--- config.mk ---
export PLATFORM = sky130hd
export DESIGN_NAME = turf_fragment_arb
export DESIGN_NICKNAME = d
export VERILOG_FILES = /design/src/rtl/turf_eth_pkg.sv /design/src/rtl/turf_rr_pick.sv /design/src/rtl/turf_fragment_arb.sv
export SDC_FILE = /design/constraint.sdc
export NUM_CORES = 1
export LEC_CHECK = 0
export ABC_AREA = 1
export CAP_MARGIN = 20
export CORE_AREA = 4 4 360 362
export DETAILED_ROUTE_END_ITERATION = 10
export DIE_AREA = 0 0 364 366
export SLEW_MARGIN = 10
export SYNTH_ARGS = -nofsm -noshare
export SYNTH_HDL_FRONTEND = slang
export SYNTH_HIERARCHICAL = 1
export SYNTH_SLANG_ARGS = --single-unit
--- constraint.sdc ---
create_clock -name aclk -period 2.7 [get_ports aclk]
set_clock_uncertainty 0.2 [all_clocks]
set_input_delay 0.405 -clock aclk [delete_from_list [all_inputs] [get_ports aclk]]
set_output_delay 0.405 -clock aclk [all_outputs]
set_load 0.01 [all_outputs]
--- src/rtl/turf_eth_pkg.sv ---
// turf_eth_pkg: shared UDP stream widths and the fragment arbiter state encoding.
package turf_eth_pkg;
   localparam int UDP_HDR_W  = 64;
   localparam int UDP_DATA_W = 64;
   localparam int UDP_KEEP_W = 8;
   localparam int UDP_PORT_W = 16;
   typedef enum logic [1:0] {ARB_IDLE, ARB_HDR, ARB_PAYLOAD} arb_state_t;
endpackage

--- src/rtl/turf_rr_pick.sv ---
// turf_rr_pick: combinational rotating-priority pick of the first requester at or above ptr.
module turf_rr_pick #(
   parameter int N  = 4,
   parameter int IW = $clog2(N)
) (
   input  logic [N-1:0]  req,
   input  logic [IW-1:0] ptr,
   output logic [N-1:0]  gnt,
   output logic [IW-1:0] idx,
   output logic          vld
);
   logic [2*N-1:0] dbl;
   logic [IW-1:0]  off;
   logic [IW:0]    sum;
   // rotate so ptr lands at bit 0, then the lowest set bit is the winner
   always_comb begin
      dbl = {req, req} >> ptr;
      off = '0;
      for (int i = N - 1; i >= 0; i--)
         if (dbl[i]) off = IW'(i);
      sum = {1'b0, ptr} + {1'b0, off};
      idx = (sum >= (IW+1)'(N)) ? IW'(sum - (IW+1)'(N)) : sum[IW-1:0];
      vld = |req;
      gnt = vld ? N'(1) << idx : '0;
   end
endmodule

--- src/rtl/turf_fragment_arb.sv ---
// turf_fragment_arb: round-robin arbiter granting whole UDP fragments (header + payload) to NSRC sources.
// Define TURF_FRAGMENT_ARB_STATS_EN to build the per-source completed-fragment counters.
module turf_fragment_arb
   import turf_eth_pkg::*;
#(
   parameter int NSRC = 4
) (
   input  logic                       aclk,
   input  logic                       aresetn,
   input  logic [UDP_HDR_W*NSRC-1:0]  s_hdr_tdata,
   input  logic [UDP_PORT_W*NSRC-1:0] s_hdr_tuser,
   input  logic [NSRC-1:0]            s_hdr_tvalid,
   output logic [NSRC-1:0]            s_hdr_tready,
   input  logic [UDP_DATA_W*NSRC-1:0] s_payload_tdata,
   input  logic [UDP_KEEP_W*NSRC-1:0] s_payload_tkeep,
   input  logic [NSRC-1:0]            s_payload_tuser,
   input  logic [NSRC-1:0]            s_payload_tlast,
   input  logic [NSRC-1:0]            s_payload_tvalid,
   output logic [NSRC-1:0]            s_payload_tready,
   output logic [UDP_HDR_W-1:0]       m_hdr_tdata,
   output logic [UDP_PORT_W-1:0]      m_hdr_tuser,
   output logic                       m_hdr_tvalid,
   input  logic                       m_hdr_tready,
   output logic [UDP_DATA_W-1:0]      m_payload_tdata,
   output logic [UDP_KEEP_W-1:0]      m_payload_tkeep,
   output logic                       m_payload_tuser,
   output logic                       m_payload_tlast,
   output logic                       m_payload_tvalid,
   input  logic                       m_payload_tready,
   output logic [NSRC-1:0]            grant_o,
   output logic [32*NSRC-1:0]         frag_count_o
);
   localparam int IW = $clog2(NSRC);

   arb_state_t      st;
   logic [NSRC-1:0] grant, pick_gnt;
   logic [IW-1:0]   gidx, pick_idx, rr_ptr;
   logic            pick_vld, in_hdr, in_pay, hdr_hs, pay_end;

   turf_rr_pick #(.N(NSRC)) u_pick (
      .req (s_hdr_tvalid),
      .ptr (rr_ptr),
      .gnt (pick_gnt),
      .idx (pick_idx),
      .vld (pick_vld)
   );

   assign in_hdr = st == ARB_HDR;
   assign in_pay = st == ARB_PAYLOAD;
   assign grant_o = grant;

   // outputs are forced to zero outside their phase so reset clears them instantly
   assign m_hdr_tvalid     = in_hdr & s_hdr_tvalid[gidx];
   assign m_hdr_tdata      = in_hdr ? s_hdr_tdata[gidx*UDP_HDR_W +: UDP_HDR_W] : '0;
   assign m_hdr_tuser      = in_hdr ? s_hdr_tuser[gidx*UDP_PORT_W +: UDP_PORT_W] : '0;
   assign s_hdr_tready     = (in_hdr && m_hdr_tready) ? grant : '0;
   assign m_payload_tvalid = in_pay & s_payload_tvalid[gidx];
   assign m_payload_tdata  = in_pay ? s_payload_tdata[gidx*UDP_DATA_W +: UDP_DATA_W] : '0;
   assign m_payload_tkeep  = in_pay ? s_payload_tkeep[gidx*UDP_KEEP_W +: UDP_KEEP_W] : '0;
   assign m_payload_tuser  = in_pay & s_payload_tuser[gidx];
   assign m_payload_tlast  = in_pay & s_payload_tlast[gidx];
   assign s_payload_tready = (in_pay && m_payload_tready) ? grant : '0;

   assign hdr_hs  = m_hdr_tvalid & m_hdr_tready;
   assign pay_end = m_payload_tvalid & m_payload_tready & m_payload_tlast;

   always_ff @(posedge aclk or negedge aresetn) begin
      if (!aresetn) begin
         st     <= ARB_IDLE;
         grant  <= '0;
         gidx   <= '0;
         rr_ptr <= '0;
      end else begin
         case (st)
            ARB_IDLE: if (pick_vld) begin
               st    <= ARB_HDR;
               grant <= pick_gnt;
               gidx  <= pick_idx;
            end
            ARB_HDR: if (hdr_hs) st <= ARB_PAYLOAD;
            ARB_PAYLOAD: if (pay_end) begin
               st     <= ARB_IDLE;
               grant  <= '0;
               rr_ptr <= (gidx == IW'(NSRC - 1)) ? '0 : gidx + 1'b1;
            end
            default: st <= ARB_IDLE;
         endcase
      end
   end

`ifdef TURF_FRAGMENT_ARB_STATS_EN
   for (genvar k = 0; k < NSRC; k++) begin : g_cnt
      logic [31:0] cnt;
      always_ff @(posedge aclk or negedge aresetn) begin
         if (!aresetn) cnt <= '0;
         else if (pay_end && gidx == IW'(k)) cnt <= cnt + 1'b1;
      end
      assign frag_count_o[k*32 +: 32] = cnt;
   end
`else
   assign frag_count_o = '0;
`endif
endmodule

After elaboration in Yosys (flattened, before gate mapping)
Index checks and enable logic that the tools add are counted.

word-level totals
  register bits = 10
  latch bits = 0
  memory bits (writable) = 0
  memory bits (read-only) = 0
  output and inout port bits = 296
  word-level logic and storage cells = 64
  memories = 0

cells by class
  add/sub/neg operators = 3
  multipliers = 0
  divide/modulo/power cells = 0
  magnitude comparators = 2
  eq/ne operators = 6
  shift operators = 6
  mux-type cells = 27
  bitwise logic cells = 7
  reductions and logical operators = 9

operators by type and width
  cell                                                                      number
  256-bit by 9-bit indexed part select with 64-bit output                   2
  64-bit 2-to-1 mux                                                         2
  64-bit by 7-bit indexed part select with 16-bit output                    1
  32-bit by 6-bit indexed part select with 8-bit output                     1
  2-bit 2-to-1 mux                                                          9
  16-bit 2-to-1 mux                                                         1
  4-bit 2-to-1 mux                                                          4
  1-bit binary-select mux with 2-bit select                                 4
  8-bit 2-to-1 mux                                                          1
  4-bit one-hot mux with 2 select lines                                     1
  8-bit by 2-bit >> shifter with 4-bit output                               1
  1-bit bitwise AND                                                         7
  2-bit one-hot mux with 3 select lines                                     1
  3-bit AND reduction                                                       2
  2-bit equality test (second input constant)                               2
  1-bit 2-to-1 mux                                                          4
  2-bit by 1-bit inequality test with 1-bit output (second input constant)  2
  2-bit AND reduction                                                       2
  4-bit OR reduction                                                        1
  1-bit by 2-bit << shifter with 4-bit output (first input constant)        1
  2-bit by 2-bit adder with 3-bit output                                    1
  3-bit greater-or-equal comparator (second input constant)                 1
  2-bit by 3-bit < comparator with 1-bit output (second input constant)     1
  2-bit by 1-bit adder with 2-bit output (second input constant)            1
  6 further kinds                                                           7

Longest topological paths before layout
Gate-level depths: netlist (run 1).

  depth in word-level cells = 11
  gate-level depth with buffers = 14
  gate-level depth less buffers = 14

By module
Netlist (run 1), hierarchy kept.

modules (own cells, without submodules)
  module             instances  cells an instance  area each (um^2)  seq. area each (um^2)
  turf_fragment_arb  1          1416               6787.8            250.2
  turf_rr_pick       1          44                 221.5             0.0

Worst setup path after synthesis (run 1)
Ideal clock, no wire load.

  kind = reg-to-reg
  start point = register rr_ptr[0]
  end point = register grant[0], in the netlist grant_o[0]
  arrival time = 1660 ps
  required time = 2434 ps
  setup slack = 774 ps
  stages on the path, launching flop included = 15
  buffers on the path = 0
  period minus slack after synthesis = 1926 ps
  cells stage by stage = dfrtp_1 -> inv_2 -> nand2_1 -> nand3_1 -> nand2_1 -> nand3_1 -> a21boi_0 -> ha_1 -> xnor2_1 -> inv_1 -> nand2_4 -> nand2_4 -> nor2_1 -> nand4_1 -> nand2_1

on the way
  longest elaborated chain between the ends = 11

ends and longest elaborated chain
  item                                                                                                     line                     RTL
  start, declared                                                                                          turf_fragment_arb.sv:37  logic [IW-1:0] gidx, pick_idx, rr_ptr;
  start signal, assigned                                                                                   turf_fragment_arb.sv:84  rr_ptr <= (gidx == IW'(NSRC - 1)) ? '0 : gidx + 1'b1;
  8-bit by 2-bit >> shifter with 4-bit output                                                              turf_rr_pick.sv:17       dbl = {req, req} >> ptr;
  2-bit 2-to-1 mux (4 in series)                                                                           turf_rr_pick.sv:20       if (dbl[i]) off = IW'(i);
  2-bit by 2-bit adder with 3-bit output *                                                                 turf_rr_pick.sv:21       sum = {1'b0, ptr} + {1'b0, off};
  3-bit greater-or-equal comparator / 2-bit by 1-bit subtractor with 2-bit output (equally long branches)  turf_rr_pick.sv:22       idx = (sum >= (IW+1)'(N)) ? IW'(sum - (IW+1)'(N)) : sum[IW-1:0];
  2-bit 2-to-1 mux *                                                                                       turf_rr_pick.sv:22
  net pick_idx[1]                                                                                          turf_fragment_arb.sv:37
  1-bit by 2-bit << shifter with 4-bit output *                                                            turf_rr_pick.sv:24       gnt = vld ? N'(1) << idx : '0;
  net pick_gnt[0]                                                                                          turf_fragment_arb.sv:36  logic [NSRC-1:0] grant, pick_gnt;
  4-bit 2-to-1 mux *                                                                                       turf_fragment_arb.sv:75  ARB_IDLE: if (pick_vld) begin
  4-bit one-hot mux with 2 select lines *                                                                  turf_fragment_arb.sv:74  case (st)
  end signal, assigned                                                                                     turf_fragment_arb.sv:77  grant <= pick_gnt;
  end, declared                                                                                            turf_fragment_arb.sv:36

The timed path passes the listed nets; every way through them passes the cells marked *. The select of a mux whose other input is x is not followed.
A chain may end at the register's enable or synchronous reset.

Final worst setup path (run 1)
  start point = register gidx[1]
  end point = output port m_payload_tkeep[5]

on the way
  longest elaborated chain between the ends = 2

ends and longest elaborated chain
  item                                                   line                     RTL
  start, declared                                        turf_fragment_arb.sv:37
  start signal, assigned                                 turf_fragment_arb.sv:78  gidx <= pick_idx;
  32-bit by 6-bit indexed part select with 8-bit output  turf_fragment_arb.sv:59  assign m_payload_tkeep = in_pay ? s_payload_tkeep[gidx*UDP_KEEP_W +: UDP_KEEP_W] : '0;
  8-bit 2-to-1 mux                                       turf_fragment_arb.sv:59
  end, declared                                          turf_fragment_arb.sv:25  output logic [UDP_KEEP_W-1:0] m_payload_tkeep,

No other way between the ends.

==> results of run 1 <==
[how the worst max path moves through the flow]
stage                                startpoint                      to  slack, ns  cells past startpoint
after floorplan           rr_ptr[0]$_DFFE_PN0P_  grant_o[0]$_DFFE_PN0P_       0.77                     14
after global placement          s_hdr_tdata[70]          m_hdr_tdata[6]      -0.60                      5
after detailed placement    gidx[0]$_DFFE_PN0P_     m_payload_tdata[33]      -0.37                      6
after CTS                   gidx[1]$_DFFE_PN0P_         m_hdr_tdata[59]      -0.21                      6
after global routing        gidx[0]$_DFFE_PN0P_         m_hdr_tdata[41]      -0.16                      9
final                       gidx[1]$_DFFE_PN0P_      m_payload_tkeep[5]      -0.13                     10
[Yosys cell counts]
master / count / area (um^2)
sky130_fd_sc_hd__a21oi_1: 158 / 790.8
sky130_fd_sc_hd__nand2_4: 2 / 22.52
sky130_fd_sc_hd__o21bai_2: 1 / 11.26
sky130_fd_sc_hd__nor2_1: 630 / 2365
sky130_fd_sc_hd__nand2_2: 5 / 31.28
sky130_fd_sc_hd__nor2_2: 2 / 12.51
sky130_fd_sc_hd__clkinv_2: 1 / 5.000
sky130_fd_sc_hd__inv_1: 15 / 56.30
sky130_fd_sc_hd__inv_6: 1 / 8.760
sky130_fd_sc_hd__nand3_1: 13 / 65.06
sky130_fd_sc_hd__o21ai_1: 73 / 365.4
sky130_fd_sc_hd__ha_1: 2 / 25.02
sky130_fd_sc_hd__inv_2: 5 / 18.77
sky130_fd_sc_hd__buf_1: 23 / 86.33
sky130_fd_sc_hd__xnor2_1: 1 / 8.760
sky130_fd_sc_hd__nand4_1: 4 / 25.02
sky130_fd_sc_hd__a21boi_0: 1 / 7.510
sky130_fd_sc_hd__conb_1: 1 / 3.750
sky130_fd_sc_hd__dfrtp_1: 10 / 250.2
sky130_fd_sc_hd__buf_2: 32 / 160.2
sky130_fd_sc_hd__buf_6: 2 / 22.52
sky130_fd_sc_hd__clkbuf_1: 46 / 172.7
sky130_fd_sc_hd__nand3_2: 5 / 50.05
sky130_fd_sc_hd__buf_8: 1 / 15.01
sky130_fd_sc_hd__nand2_1: 48 / 180.2
sky130_fd_sc_hd__buf_4: 143 / 1074
sky130_fd_sc_hd__o21ai_0: 235 / 1176
[metrics by stage]
step | hold WS, ns | utilization, %
finish | 0.2740 | 14.60
global placement | 0.3010 | 13.64
detailed placement | 0.3089 | 13.65
floorplan | -0.09059 | -
global route | 0.2939 | 14.59
CTS | 0.2772 | 14.19
[state kept, by name, indices dropped and copies added, names as in the netlist]
name and flops:
grant_o 4, gidx 2, rr_ptr 2, st 2
[cell type report]
cell class              count  area share (%)
diodes                      9          0.1217
clock buffers               4          0.4802
inverters                  22          0.7034
multi-input cells        1308           32.77
flip-flops and latches     10           1.393
well taps                1662           11.24
repair buffers            968           53.29
[power by group]
part	internal (mW)	total [mW]	switching, mW	leakage, nW
registers	0.221	0.299	0.0776	0.127
clock network	0.225	0.321	0.0964	0.0442
logic	6.83	16.3	9.46	7.08
[worst max-delay path, cell delays in order (launching register included)]
cell and delay [ns]:
sky130_fd_sc_hd__dfrtp_4 0.51, sky130_fd_sc_hd__buf_4 0.15, sky130_fd_sc_hd__buf_8 0.13, sky130_fd_sc_hd__buf_16 0.15, sky130_fd_sc_hd__buf_8 0.14, sky130_fd_sc_hd__buf_6 0.12
sky130_fd_sc_hd__nor2_2 0.10, sky130_fd_sc_hd__o21ai_2 0.08, sky130_fd_sc_hd__a21oi_2 0.28, sky130_fd_sc_hd__buf_4 0.19, sky130_fd_sc_hd__buf_12 0.10
[logic make-up after synthesis]
logic type	after synthesis
buffers and inverters	269
AO/OA/AOI/OAI	468
adder cells (fa/ha/maj)	2
other	1
AND/OR/NAND/NOR	709
flip-flops	10
XOR/XNOR	1
[per-layer routing]
layer	up-vias	wire [um]	track usage (%)
li1	6231	-	-
met4	6	1289	1.172
met2	792	41540	20.51
met1	6330	43550	17.60
met5	-	41	0
met3	83	9560	4.232
[what timing repair did]
item                                    CTS  global route
buffers inserted                         10            19
endpoints found under the setup margin  136           105
pin swaps                                20            34
endpoints found under the hold margin     0             0
gates resized for setup                 261           254
gates cloned                              8             9
==> summary.txt, run 1 <==
SYNTH
----------------------------------------------------------------------------------------
Mux cell area share after synthesis                                                   0%
Mapped Cells                                                                        1460
Adder-cell share of the synthesized area                                         0.3570%
Complex-gate fraction of the synthesized area                                     33.54%
Syn_area_per_cell                                                             4.801 um^2
Largest family of logic cells by synthesized area                           simple AND/OR/NAND/NOR gates
Post-synthesis xor/xnor area fraction                                            0.1250%
Count of state elements after synthesis                                               10
Post-Syn Area                                                                  7009 um^2
Number of warnings reported in the yosys synthesis log                                 6
Proportion of synthesized chip area in sequential cells                           3.570%
Post-Synth Simple-Gate Area                                                       39.25%
Distinct cells, synth                                                                 27

CRITICAL PATH
----------------------------------------------------------------------------------------
Endpoint of the most critical register-to-register path                     grant_o[1]$_DFFE_PN0P_
Required arrival time at the worst endpoint                                      2.10 ns
Number of cells traversed by the worst register-to-register path                      11
Launching element type of the critical path                                     register
CP max FO                                                                             10
Critical setup path kind                                                      reg -> out
Internal reg-to-reg setup slack                                                  0.33 ns
Nature of the critical path endpoint                                         output port
Arrival time of the worst setup path                                             2.22 ns
Worst flop-to-flop path startpoint                                          gidx[1]$_DFFE_PN0P_

FLOORPLANNING
----------------------------------------------------------------------------------------
I/O Pins                                                                             924
Standard-cell rows                                                                   131
Core box area                                                                126700 um^2
Starting density of the core                                                      5.532%
Die span in x                                                                     364 um
Die Ht                                                                            366 um
Die area                                                                     133200 um^2

CTS
----------------------------------------------------------------------------------------
Quantity of hold-fixing buffers added after cts                                        0
Clock Tree Root                                                             sky130_fd_sc_hd__clkbuf_16
H-Tree Depth                                                                           1
Longest Clk Path Bufs                                                                  2
Clock-pin transition on the worst setup and hold timing paths                    0.06 ns
Total number of clock tree sinks                                                      10
Clock latency on the worst-skew pair                                             0.25 ns
TritonCTS clock tree                                                                done
Number of buffers added by the clock tree synthesis step                               3

TIMING
----------------------------------------------------------------------------------------
Setup repair after global routing missed its margin                                  yes
Count of final max-slew check failures                                                 0
Time the final worst path needs with I/O delays and setup                       2.827 ns
Fmax                                                                           353.8 MHz
Final setup TNS                                                               -0.3074 ns
Endpoints failing hold                                                                 0
Period Utilization, post-route                                                    104.7%
Minimum setup slack in the final design                                       -0.1267 ns
Number of failing setup endpoints in the final timing report                           6

GLOBAL ROUTE
----------------------------------------------------------------------------------------
Largest net degree at the start of global routing                                     74
Number of global-route vias before repair                                          12510
Global-route wire length before repair                                         116900 um
Number of antenna violations at the first check in global routing                     27
GR Overflow Total                                                                      0
Aggregate global-route resource usage                                             12.93%

PLACEMENT
----------------------------------------------------------------------------------------
Post-Place Cell Area                                                          17290 um^2
Total half-perimeter wirelength after legalization and detailed placement       80400 um
Quantity of I/O buffers inserted on ports                                            795
Count of placed standard cells including taps                                       3929
Post-place setup slack                                                        -0.3702 ns
Final weighted congestion of routability-driven global placement                  0.8785

ROUTE
----------------------------------------------------------------------------------------
Via total after detailed routing                                                   13440
Final routed wire length divided by cell count                                  24.10 um
DRT iter0 DRCs                                                                       972
Via density                                                                        3.375
Number of antenna-violating nets in the routed design                                  0
1st-pass router iterations                                                             5
Detailed-route wire length                                                      95970 um
DRC errors left                                                                        0

LAYOUT
----------------------------------------------------------------------------------------
Final cell count without fillers                                                    3983
Relative area change from synthesis to final layout                               163.9%
Post-route standard cell area excluding fillers                               18500 um^2
Final nets                                                                          2943
Sequential cell area                                                          257.7 um^2
Most common library cell in the layout ignoring fill and taps               sky130_fd_sc_hd__clkdlybuf4s50_1
Area of the multi-input gates                                                  6063 um^2
Share of post-route cells with drive strength above 1                             18.51%
Most frequent cells in the layout                                           635 x sky130_fd_sc_hd__clkdlybuf4s50_1, 576 x sky130_fd_sc_hd__nor2_1, 196 x sky130_fd_sc_hd__o21ai_0
Number of filler instances in the final layout                                     14720

POWER
----------------------------------------------------------------------------------------
IR drop worst, VDD                                                             0.4619 mV
Power per unit of standard cell area                                        914.1 nW/um^2
Overall power                                                                   16.91 mW
Static Leak                                                                     7.247 nW

RUN STATUS
----------------------------------------------------------------------------------------
Outcome                                                                     complete, but fails checks
Failing checks                                                              negative setup slack

HOLD PATH
----------------------------------------------------------------------------------------
Hold Path Class                                                              in -> async

RUN
----------------------------------------------------------------------------------------
# Max-Cap Violations                                                                   0

Note: power is estimated with default switching activity, not from simulation.
==> inputs of run 2 (changes only) <==
==> constraint.sdc (replaced) <==
create_clock -name aclk -period 2.7 [get_ports aclk]
set_clock_uncertainty 0.2 [all_clocks]
set_input_delay 0.54 -clock aclk [delete_from_list [all_inputs] [get_ports aclk]]
set_output_delay 0.54 -clock aclk [all_outputs]
set_load 0.01 [all_outputs]
==> summary.txt, run 2 (synthesis results as in run 1) <==
GLOBAL ROUTE
----------------------------------------------------------------------------------------
GR Overflow Total                                                                      0
Number of global-route vias before repair                                          13050
Number of antenna violations at the first check in global routing                     30
Largest net degree at the start of global routing                                     39
Aggregate global-route resource usage                                             13.66%
Global-route wire length before repair                                         122800 um

TIMING
----------------------------------------------------------------------------------------
Measured slew at the worst slew-check pin                                      0.5962 ns
Endpoints failing hold                                                                 0
Count of final max-slew check failures                                                 0
Period Utilization, post-route                                                    105.1%
Number of failing setup endpoints in the final timing report                          76
Fmax                                                                           352.6 MHz
Minimum setup slack in the final design                                       -0.1364 ns
Time the final worst path needs with I/O delays and setup                       2.836 ns
Setup repair after global routing missed its margin                                  yes
Final setup TNS                                                                -3.595 ns
Worst slew slack as a fraction of its limit                                       60.13%
Post-route worst hold slack                                                    0.3082 ns

FLOORPLANNING
----------------------------------------------------------------------------------------
Starting density of the core                                                      5.532%
Die area                                                                     133200 um^2
Standard-cell rows                                                                   131
Core box area                                                                126700 um^2
I/O Pins                                                                             924
Die Ht                                                                            366 um
Die span in x                                                                     364 um

CTS
----------------------------------------------------------------------------------------
Clock-pin transition on the worst setup and hold timing paths                    0.05 ns
Quantity of hold-fixing buffers added after cts                                        0
TritonCTS clock tree                                                                done
Clock latency on the worst-skew pair                                             0.25 ns
Clock Tree Root                                                             sky130_fd_sc_hd__clkbuf_16
Number of buffers added by the clock tree synthesis step                               3
Total number of clock tree sinks                                                      10
Longest Clk Path Bufs                                                                  2
H-Tree Depth                                                                           1

LAYOUT
----------------------------------------------------------------------------------------
Relative area change from synthesis to final layout                               220.7%
Share of post-route cells with drive strength above 1                             37.77%
Most frequent cells in the layout                                           630 x sky130_fd_sc_hd__clkdlybuf4s50_1, 428 x sky130_fd_sc_hd__nor2_1, 128 x sky130_fd_sc_hd__conb_1
Final nets                                                                          3072
Flip-flop count of the largest register after layout                                   4
Number of filler instances in the final layout                                     14340
Most common library cell in the layout ignoring fill and taps               sky130_fd_sc_hd__clkdlybuf4s50_1

CRITICAL PATH
----------------------------------------------------------------------------------------
Required arrival time at the worst endpoint                                      1.96 ns
Worst flop-to-flop path startpoint                                          gidx[0]$_DFFE_PN0P_
CP max FO                                                                              6
Nature of the critical path endpoint                                         output port
Worst setup path startpoint                                                 gidx[0]$_DFFE_PN0P_
Maximum single-stage delay on the critical path                                  0.48 ns
Critical setup path kind                                                      reg -> out
Arrival time of the worst setup path                                             2.10 ns
Most Frequent Cell on Critical Path                                         sky130_fd_sc_hd__buf_12
Cell chain of the critical path                                             buf_12 > buf_12 > buf_12 > buf_4 > nor2_1 > nor2_1 > o21ai_1 > a21oi_2 > buf_2
Cell type of the slowest stage on the worst timing path                     sky130_fd_sc_hd__dfrtp_4
Launching element type of the critical path                                     register

ROUTE
----------------------------------------------------------------------------------------
Via total after detailed routing                                                   14440
Number of antenna-violating nets in the routed design                                  0
DRC errors left                                                                        0
DRT iter0 DRCs                                                                       942
1st-pass router iterations                                                             5
Via density                                                                        3.508
Final routed wire length divided by cell count                                  25.98 um
Detailed-route wire length                                                     106900 um

POWER
----------------------------------------------------------------------------------------
Static Leak                                                                     8.561 nW
Power per unit of standard cell area                                        1065 nW/um^2
IR drop worst, VDD                                                             0.5153 mV

PLACEMENT
----------------------------------------------------------------------------------------
Total half-perimeter wirelength after legalization and detailed placement       79730 um
Final weighted congestion of routability-driven global placement                  0.8745
Quantity of I/O buffers inserted on ports                                            795

RUN
----------------------------------------------------------------------------------------
# Max-Cap Violations                                                                   0

HOLD PATH
----------------------------------------------------------------------------------------
Hold Path Class                                                               reg -> reg
Hold wc startpoint                                                          grant_o[1]$_DFFE_PN0P_

RUN STATUS
----------------------------------------------------------------------------------------
Outcome                                                                     complete, but fails checks
Failing checks                                                              negative setup slack

==> run 2: per-stage QoR <==
step	instance area [um^2]	power, mW	util, %	setup WS (ns)	std cells
3_5_place_dp	17550	14.72	13.85	-0.5791	3962
2_1_floorplan	7486	6.506	-	0.6653	1587
4_1_cts	19250	18.42	15.20	-0.2424	4022
5_1_grt	22460	25.32	17.73	-0.2160	4107
3_3_place_gp	17550	14.75	13.85	-0.5915	3962
6_report	22480	23.95	17.74	-0.1364	4115
==> run 2: worst max-delay path, delay by kind of cell (launching register included) <==
family                 cells  cell delay [ns]
buffers and inverters      5             0.72
and+or+nand+nor            2             0.22
AOI/OAI and AO/OA          2             0.40
DFF                        1             0.48
==> run 2: report_power, final <==
group,leakage [nW],internal (mW),switching (mW)
clock network,0.0442,0.225,0.0969
registers,0.127,0.221,0.133
logic,8.39,10.6,12.7
total,8.56,11.0,12.9
==> run 2: cell type report <==
class                           instances  area, um^2  share of cell area [%]
Inverter                               22       163.9                  0.7291
Timing Repair inverter                  4       87.58                  0.3896
Clock buffer                            4       88.84                  0.3952
Tap cell                             1662        2079                   9.250
Timing Repair Buffer                 1093       11830                   52.61
Sequential cell                        10       257.7                   1.147
Antenna cell                           12       30.03                  0.1336
Multi-Input combinational cell       1308        7945                   35.34
==> run 2: metal layers <==
metal | track usage, % | part of all wire, %
met5 | 0 | 0.025
met2 | 21.04 | 43
met1 | 18.93 | 45
met3 | 4.042 | 9.4
met4 | 2.352 | 2.0
==> run 2: worst paths after layout <==
path | slack (ns) | cells past startpoint | endpoint
worst min register to register | 0.31 | 2 | grant_o[1]$_DFFE_PN0P_
worst max register to register | 0.21 | 13 | grant_o[3]$_DFFE_PN0P_
worst min-delay path | 0.31 | 2 | grant_o[1]$_DFFE_PN0P_
min in group asynchronous | 0.47 | 1 | grant_o[2]$_DFFE_PN0P_
max in group asynchronous | 1.38 | 1 | gidx[0]$_DFFE_PN0P_
worst max-delay path | -0.14 | 9 | m_hdr_tuser[3]
==> run 2: what timing repair did <==
action | 4_1_cts | 5_1_grt
setup endpoints to repair | 158 | 161
cloned | 22 | 24
gates resized for setup | 570 | 901
pin swaps | 58 | 225
setup buffers | 34 | 68
